--- src/rtl/deep_ff_op_scheduler.sv ---
// Round-robin scheduler sharing one registered 16-bit ALU among NUM_REQ
// requesters. One operation is in flight at a time: a request is granted in
// IDLE, its operands are held on the ALU through ISSUE, the registered ALU
// result is captured in CAPTURE and offered on the response channel in RESP.
module deep_ff_op_scheduler #(
  parameter int NUM_REQ = 4,
  parameter int ID_W    = $clog2(NUM_REQ)
) (
  input  logic                  dfos_clk,
  input  logic                  dfos_rst,
  input  logic [NUM_REQ-1:0]    dfos_req_valid,
  output logic [NUM_REQ-1:0]    dfos_req_ready,
  input  logic [4*NUM_REQ-1:0]  dfos_req_mode,
  input  logic [16*NUM_REQ-1:0] dfos_req_a,
  input  logic [16*NUM_REQ-1:0] dfos_req_b,
  output logic                  dfos_rsp_valid,
  input  logic                  dfos_rsp_ready,
  output logic [ID_W-1:0]       dfos_rsp_id,
  output logic [15:0]           dfos_rsp_data,
  output logic                  dfos_alu_rst_n,
  output logic [3:0]            dfos_alu_mode,
  output logic [15:0]           dfos_alu_in1,
  output logic [15:0]           dfos_alu_in2,
  input  logic [15:0]           dfos_alu_out,
  output logic                  dfos_busy,
  output logic [15:0]           dfos_issue_cnt
);

  typedef enum logic [1:0] {
    IDLE    = 2'd0,
    ISSUE   = 2'd1,
    CAPTURE = 2'd2,
    RESP    = 2'd3
  } state_t;

  state_t          state;
  state_t          state_next;
  logic [ID_W-1:0] rr_last;
  logic [ID_W-1:0] grant_idx;
  logic            grant_found;
  logic [ID_W-1:0] cand;
  logic [3:0]      sel_mode;
  logic [15:0]     sel_a;
  logic [15:0]     sel_b;
  logic [15:0]     issue_cnt;
  logic            grant;

  // The ALU is held in reset exactly while the scheduler is.
  assign dfos_alu_rst_n = ~dfos_rst;
  assign dfos_busy      = (state != IDLE);
  assign dfos_issue_cnt = issue_cnt;
  assign grant          = (state == IDLE) && grant_found;

  // Round-robin search: walk from the requester after rr_last, wrapping, and
  // take the first one presenting a valid request.
  always_comb begin
    grant_found = 1'b0;
    grant_idx   = '0;
    cand        = rr_last;
    for (int k = 0; k < NUM_REQ; k++) begin
      cand = (cand == ID_W'(NUM_REQ - 1)) ? '0 : cand + ID_W'(1);
      if (!grant_found && dfos_req_valid[cand]) begin
        grant_found = 1'b1;
        grant_idx   = cand;
      end
    end
  end

  // Operand mux for the granted requester, plus the one-hot ready that is
  // only ever raised in IDLE.
  always_comb begin
    sel_mode       = '0;
    sel_a          = '0;
    sel_b          = '0;
    dfos_req_ready = '0;
    for (int i = 0; i < NUM_REQ; i++) begin
      if (grant_idx == ID_W'(i)) begin
        sel_mode = dfos_req_mode[4*i +: 4];
        sel_a    = dfos_req_a[16*i +: 16];
        sel_b    = dfos_req_b[16*i +: 16];
      end
      dfos_req_ready[i] = grant && (grant_idx == ID_W'(i));
    end
  end

  // Next-state logic for the IDLE -> ISSUE -> CAPTURE -> RESP loop.
  always_comb begin
    state_next = state;
    case (state)
      IDLE:    if (grant_found) state_next = ISSUE;
      ISSUE:   state_next = CAPTURE;
      CAPTURE: state_next = RESP;
      RESP:    if (dfos_rsp_ready) state_next = IDLE;
      default: state_next = IDLE;
    endcase
  end

  // State register; reset from any state aborts the operation in flight.
  always_ff @(posedge dfos_clk) begin
    if (dfos_rst) begin
      state <= IDLE;
    end else begin
      state <= state_next;
    end
  end

  // Datapath registers: ALU drive latched at grant, result captured one cycle
  // after the ALU registers it, response held until the consumer accepts.
  always_ff @(posedge dfos_clk) begin
    if (dfos_rst) begin
      rr_last        <= ID_W'(NUM_REQ - 1);
      dfos_alu_mode  <= '0;
      dfos_alu_in1   <= '0;
      dfos_alu_in2   <= '0;
      dfos_rsp_valid <= 1'b0;
      dfos_rsp_id    <= '0;
      dfos_rsp_data  <= '0;
      issue_cnt      <= '0;
    end else begin
      case (state)
        IDLE: begin
          if (grant_found) begin
            dfos_alu_mode <= sel_mode;
            dfos_alu_in1  <= sel_a;
            dfos_alu_in2  <= sel_b;
            rr_last       <= grant_idx;
            issue_cnt     <= issue_cnt + 16'd1;
          end
        end
        CAPTURE: begin
          dfos_rsp_data  <= dfos_alu_out;
          dfos_rsp_id    <= rr_last;
          dfos_rsp_valid <= 1'b1;
        end
        RESP: begin
          if (dfos_rsp_ready) dfos_rsp_valid <= 1'b0;
        end
        default: ;
      endcase
    end
  end

endmodule

--- config.mk ---
export PLATFORM = sky130hd
export DESIGN_NAME = deep_ff_op_scheduler
export DESIGN_NICKNAME = d
export VERILOG_FILES = /design/src/rtl/deep_ff_op_scheduler.sv
export SDC_FILE = /design/constraint.sdc
export NUM_CORES = 1
export LEC_CHECK = 0
export ABC_CLOCK_PERIOD_IN_PS = 2100
export CORE_MARGIN = 2
export CORE_UTILIZATION = 39
export CTS_CLUSTER_DIAMETER = 30
export DETAILED_ROUTE_END_ITERATION = 8
export PLACE_DENSITY = 0.82
export SYNTH_ARGS = -nofsm -noshare
export SYNTH_HDL_FRONTEND = slang
export SYNTH_SLANG_ARGS = --single-unit
--- constraint.sdc ---
create_clock -name dfos_clk -period 2.1 [get_ports dfos_clk]
set_input_delay 0.21 -clock dfos_clk [delete_from_list [all_inputs] [get_ports dfos_clk]]
set_output_delay 0.21 -clock dfos_clk [all_outputs]
set_load 0.05 [all_outputs]
==> out/summary.txt, run 1 <==
====================================================================================
Setup CP Type                                                           flop to output pin
Std-Cell Rows                                                                     38
Yosys Warn Count                                                                   0
TritonCTS Buffers                                                                  9
Die Area                                                                 11700 sq um
Final-layout fill cell count                                                     865
Final worst path period share                                                  98.4%
First-pass DRT Iterations                                                          4
Worst min path class                                                    primary input to flop
Number of I/O pins                                                               244
Actual slew at the worst max-slew pin                                       0.560 ns
Commonest cells in the netlist                                          75 x dfxtp_1, 54 x mux2i_1, 50 x nand2_1, 38 x and3_1, 38 x nor2_1
Power density over the cells                                            1200 nW/um^2
Initial drt markers                                                              202
Final critical delay including setup and external delays                     2.07 ns
Pin count of the biggest net entering global routing                              37
Synth Cell Area                                                           4240 sq um
Peak Freq                                                                    484 MHz
Worst slew slack as a fraction of its limit                                    62.5%
Clock latency reported for the late side of the worst-skew pair              0.35 ns
Post-detail-place hpwl                                                  10800 microns
Total track usage                                                              23.8%
Average footprint of a synthesized cell                                   8.90 sq um
Sequential area share after synthesis                                          35.4%
Outcome                                                                 complete, no violations
Static power due to leakage                                                  2.86 nW
Unrepaired setup endpoints after global routing                                  yes
Number of sinks handled by clock tree synthesis                                   75
Nets                                                                             902
VDD IR max                                                                  0.798 mV
Wirelength per Cell                                                     16.5 microns
Final global-route overflow total                                                  0
Weighted congestion at the end of routability-driven global placement          0.867
Final WL                                                                14400 microns
Total of flip-flops plus latches after synthesis                                  75
Main flop type after synthesis                                               dfxtp_1
Critical path peak fanout                                                          4
Final worst setup slack                                                    0.0335 ns
Final Setup Violations                                                             0
Asr flop ratio synth                                                              0%
Synth Instances                                                                  476
Root Buffer Master                                                          clkbuf_8
Tightest hold margin                                                        0.477 ns
Register cell area after layout                                           1500 sq um
Number of antenna violations at the first check in global routing                  0
Cell with the most instances after synthesis                                 dfxtp_1
Post-synth top area cell                                                     dfxtp_1
Arrival time at the worst endpoint                                           1.86 ns
Layout-stage area growth over the synthesis result                             73.2%
Post-synth EDFFs                                                                   0
Number of instances in the placed design                                         848
PnR Total Power                                                              8.79 mW
Number of diodes                                                                   0
Port Buf Inserts                                                                 243
Area taken by multi-input logic gates                                     2590 sq um
Endpoints failing hold                                                             0
DRT antenna net count                                                              0
Syn_nets                                                                         649
Worst slack at placement                                                  -0.0357 ns
Final Skew                                                                0.00825 ns
Buffer levels on the longest clock path                                            2
Final core area utilization                                                    68.6%
CTS tree                                                                        done
Max Cap Violations                                                                 0
Setup crit start kind                                                           flop
Dominant cells by area after synthesis                                  dfxtp_1 35%, mux2i_1 13%, o211ai_2 8.9%, a21boi_0 6.4%, and3_1 5.6%
Maximum level of the CTS H-tree                                                    3
Via count of the routed design                                                  4532
Core Region                                                              10700 sq um
Yosys cell types                                                                  39
Drc violations                                                                     0
Number of global-route vias before repair                                       4553
Global-route wire length before repair                                  21900 microns
Worst Setup End Kind                                                      output pin
Initial standard-cell utilization of the core                                  39.6%
Number of standard cells in the layout, taps in and fillers out                  873
Portion of synthesized cell area occupied by the leading cell type             35.4%
Fraction of layout cells with a size suffix above 1                            15.4%
Die Span Y                                                               108 microns
Die boundary width                                                       108 microns
Worst Path Required                                                          1.89 ns
Count of final max-slew check failures                                             0
Clk slew on worst S/H paths                                                  0.08 ns
Via density per instance                                                        5.19
====================================================================================
## metal layers
metal | share of wire (%) | vias to the layer above | track usage (%) | wire length [microns]
li1 | - | 2206 | - | -
met1 | 38 | 2117 | 26.1 | 5450
met2 | 53 | 181 | 44.0 | 7610
met3 | 6.3 | 28 | 4.22 | 902
met4 | 3.0 | 0 | 11.4 | 428
met5 | 0 | - | 0 | 0
## flip-flops by register name, indices dropped and copies added, names as in the netlist
name and count:
dfos_alu_in1 16, dfos_alu_in2 16, dfos_alu_mode 4, dfos_issue_cnt 16, dfos_rsp_data 16, dfos_rsp_id 2
dfos_rsp_valid 1, rr_last 2, state 2
## cells by family (layout without fill, tap and decap cells)
| kind of cell | after synthesis | after routing | synth area share (%) |
|---|---|---|---|
| AND/OR/NAND/NOR | 152 | 152 | 17.4 |
| buffers and inverters | 45 | 302 | 5.02 |
| XOR/XNOR | 10 | 10 | 2.07 |
| AO/OA/AOI/OAI | 134 | 134 | 25.5 |
| flip-flops | 75 | 75 | 35.4 |
| adder cells (fa/ha/maj) | 6 | 6 | 1.77 |
| multiplexers | 54 | 54 | 12.8 |
## critical path, cell delays in order, from the launching register on
cell and delay, ns:
dfxtp_2 0.34, ha_4 0.29, nand2_1 0.05, a311o_2 0.37
nand2_2 0.08, nand2_2 0.10, nor2_4 0.14, buf_12 0.14
## power by group
group          switching [mW]  internal (mW)
clock network           0.536          0.605
registers               0.222           1.77
logic                    3.23           2.42
## layout make-up
class	instances	share of cell area, %
clock inverters	4	0.682
well taps	140	2.39
multi-input cells	356	35.2
clock buffers	11	2.06
inverters	9	0.460
repair buffers	278	38.7
flip-flops and latches	75	20.5
## metrics by stage
| stage | area, sq um | TNS, ns |
|---|---|---|
| floorplan | 4240 | -0.282 |
| global placement | 6990 | 0 |
| detailed placement | 6990 | -0.0566 |
| CTS | 7240 | -0.00126 |
| global route | 7340 | -0.375 |
| finish | 7340 | 0 |
## worst paths after layout
kind / from / endpoint / slack, ns / cells after the start
setup / recovery: rr_last[1]$_SDFFE_PP1N_ / dfos_req_ready[1] / 0.03 / 7
hold / removal: dfos_alu_out[6] / dfos_rsp_data[6]$_SDFFE_PP0P_ / 0.48 / 3
setup reg to reg: rr_last[1]$_SDFFE_PP1N_ / dfos_alu_in1[15]$_SDFFE_PP0N_ / 0.06 / 9
hold reg to reg: dfos_alu_in2[15]$_SDFFE_PP0N_ / dfos_alu_in2[15]$_SDFFE_PP0N_ / 0.48 / 2
## cell usage in the layout (no fill, tap or decap), types with 21 or more instances in the layout
cell type	instances
nor2_1	34
dfxtp_1	73
o21ai_1	21
o211ai_2	30
mux2i_1	54
nand2_1	47
and3_1	38
clkdlybuf4s50_1	237
buf_4	27
a21boi_0	36
## repair_timing
action / CTS / global route
pin swaps: 2 / 5
buffers inserted: 4 / 5
cloned: 0 / 1
hold buffers: 0 / 0
setup endpoints to repair: 5 / 10
gates resized for setup: 9 / 10
No activity file was read; power rests on OpenSTA's default activity.
==> inputs of run 2 (changes only) <==
CORE_MARGIN = 1.5   (was 2)
==> run 2 against run 1 <==
  * Hold slack got worse by 0.0033 ns
  * Non-clock buffer count decreased by 2
  * Combinational power about the same
  * Via count decreased by 1.3%
  * Final area decreased by 0.43%
  * Core utilization increased by 1.6 points
  * Cell count decreased by 0.69%
  * Clock power about the same
  * Global-route usage decreased by 0.59 points
  * Maximum frequency increased by 1.8%
  * Clock-buffer cell count decreased by 1
  * Largest power group unchanged
==> out/summary.txt, run 2 (synthesized netlist as in run 1, its figures left out) <==
=====================================================================================
Die Area                                                                  11500 sq um
Reg2Reg Capture Point                                                    dfos_alu_in1[11]$_SDFFE_PP0N_
First-pass DRT Iterations                                                           4
Port Buf Inserts                                                                  243
CP delay by family, top                                                    flip-flops
Die boundary width                                                        107 microns
Crit-path most repeated cell                                                  nand2_2
Static power due to leakage                                                   2.85 nW
Standard cell area after detailed placement                                6910 sq um
Worst-path cell chain                                                    ha_4, nand2_2, a311o_2, nand2_2, nand2_4, nor2_4, buf_12
Number of stages on the worst hold path                                             3
Worst min path class                                                     primary input to flop
Std-Cell Rows                                                                      37
Buffer levels on the longest clock path                                             2
Final critical delay including setup and external delays                      2.03 ns
Count of final max-slew check failures                                              0
Nets                                                                              900
DRT antenna net count                                                               0
Final global-route overflow total                                                   0
Arrival time at the worst endpoint                                            1.82 ns
Setup CP Type                                                            flop to output pin
Root Buffer Master                                                           clkbuf_8
Number of global-route vias before repair                                        4400
Reg2Reg Depth                                                                       8
Number of I/O pins                                                                244
Worst reg-to-reg setup slack                                                  0.12 ns
Global-route wire length before repair                                   21100 microns
Most frequent cells in the layout                                        237 x clkdlybuf4s50_1, 73 x dfxtp_1, 54 x mux2i_1
Via density per instance                                                         5.16
Wirelength per Cell                                                      15.8 microns
Final Skew                                                                  0.0155 ns
Pin count of the biggest net entering global routing                               39
Max Cap Violations                                                                  0
Number of diodes                                                                    0
Final worst path period share                                                   96.6%
Peak Freq                                                                     493 MHz
Launch point of the worst reg-to-reg path                                rr_last[0]$_SDFFE_PP1N_
CP max-delay cell                                                             dfxtp_4
TritonCTS Buffers                                                                   9
Initial standard-cell utilization of the core                                   40.7%
Actual slew at the worst max-slew pin                                        0.550 ns
Weighted congestion at the end of routability-driven global placement           0.789
Peak per-stage delay on the critical path                                     0.37 ns
Number of sinks handled by clock tree synthesis                                    75
Drc violations                                                                      0
Worst Setup End Kind                                                       output pin
Total track usage                                                               23.2%
Final Setup Violations                                                              0
End point of the worst hold path                                         dfos_rsp_data[7]$_SDFFE_PP0P_
Die Span Y                                                                107 microns
Clk slew on worst S/H paths                                                   0.09 ns
Number of antenna violations at the first check in global routing                   0
Critical path peak fanout                                                           5
Worst slew slack as a fraction of its limit                                     63.2%
Setup crit start kind                                                            flop
Unrepaired setup endpoints after global routing                                   yes
Outcome                                                                  complete, no violations
Beginning of the worst hold path                                         dfos_alu_out[7]
Tightest hold margin                                                         0.474 ns
Power density over the cells                                             1190 nW/um^2
WP buf/inv                                                                          1
Final WL                                                                 13700 microns
Initial drt markers                                                               158
Core Region                                                               10400 sq um
Maximum level of the CTS H-tree                                                     3
Via count of the routed design                                                   4474
Most frequent standard cell in the layout excluding fill and tap cells   clkdlybuf4s50_1
Final core area utilization                                                     70.2%
Finished Cell Area                                                         7310 sq um
Post-detail-place hpwl                                                   10700 microns
Endpoints failing hold                                                              0
Clock latency reported for the late side of the worst-skew pair               0.35 ns
Layout-stage area growth over the synthesis result                              72.5%
VDD IR max                                                                   0.655 mV
Worst Path Required                                                           1.89 ns
CTS tree                                                                         done
Fraction of layout cells with a size suffix above 1                             15.6%
=====================================================================================
==> run 2: changes by cell type in the layout (fill, tap and decap cells not counted), moves of 2 or more <==
cell,previous run,this run
clkinvlp_4,2,0
buf_6,1,3
clkinv_4,0,2
buf_12,11,9
buf_4,27,25
==> run 2: final cells by class <==
cell class                 count  area (sq um)
sequential                    75          1510
tap                          136           170
clock inverter                 5          61.3
clock buffer                  10           138
inverter                       9          33.8
multi-input combinational    356          2600
fill                         817          3110
timing repair buffer         276          2800
==> run 2: report_power, final <==
part           leakage [nW]  internal [mW]  switching (mW)  total, mW
clock                 0.103          0.581           0.541       1.12
sequential            0.614           1.78           0.216       1.99
combinational          2.14           2.41            3.21       5.62
total                  2.85           4.77            3.96       8.73
==> run 2: how the worst max path moves through the flow <==
stage / end / cells after the start / start / slack, ns
global placement: dfos_alu_in1[9]$_SDFFE_PP0N_ / 7 / dfos_req_valid[0] / 0.03
global route: dfos_req_ready[1] / 7 / rr_last[0]$_SDFFE_PP1N_ / -0.02
detailed placement: dfos_alu_in1[9]$_SDFFE_PP0N_ / 7 / dfos_req_valid[0] / -0.03
floorplan: dfos_req_ready[1] / 7 / rr_last[0]$_SDFFE_PP1N_ / -0.14
finish: dfos_req_ready[0] / 7 / rr_last[0]$_SDFFE_PP1N_ / 0.07
CTS: dfos_req_ready[3] / 7 / state[0]$_SDFFE_PP0P_ / -0.006
==> run 2: stage by stage <==
stage               TNS [ns]  instances  power [mW]  setup slack (ns)
CTS                 -0.00808        860        8.53          -0.00604
global route         -0.0282        867        9.19           -0.0164
floorplan             -0.282        476        5.49            -0.141
detailed placement   -0.0809        841        7.28           -0.0323
finish                     0        867        8.73            0.0705
global placement           0        841        7.16            0.0301
==> run 2: layer usage <==
layer | GRT usage [%] | wire, microns
met5 | 0 | 0
met2 | 41.2 | 6970
met1 | 26.8 | 5420
met3 | 4.74 | 997
met4 | 9.52 | 339
==> run 2: tightest hold or removal path: stages <==
cell	delay, ns
clkdlybuf4s50_1	0.40
mux2i_1	0.13
nor2_1	0.05
==> run 2: what timing repair did <==
action,CTS,global route
cloned,0,0
setup buffers,4,7
hold buffers,0,0
gates resized for setup,14,17
pin swaps,2,6
endpoints found under the setup margin,5,13
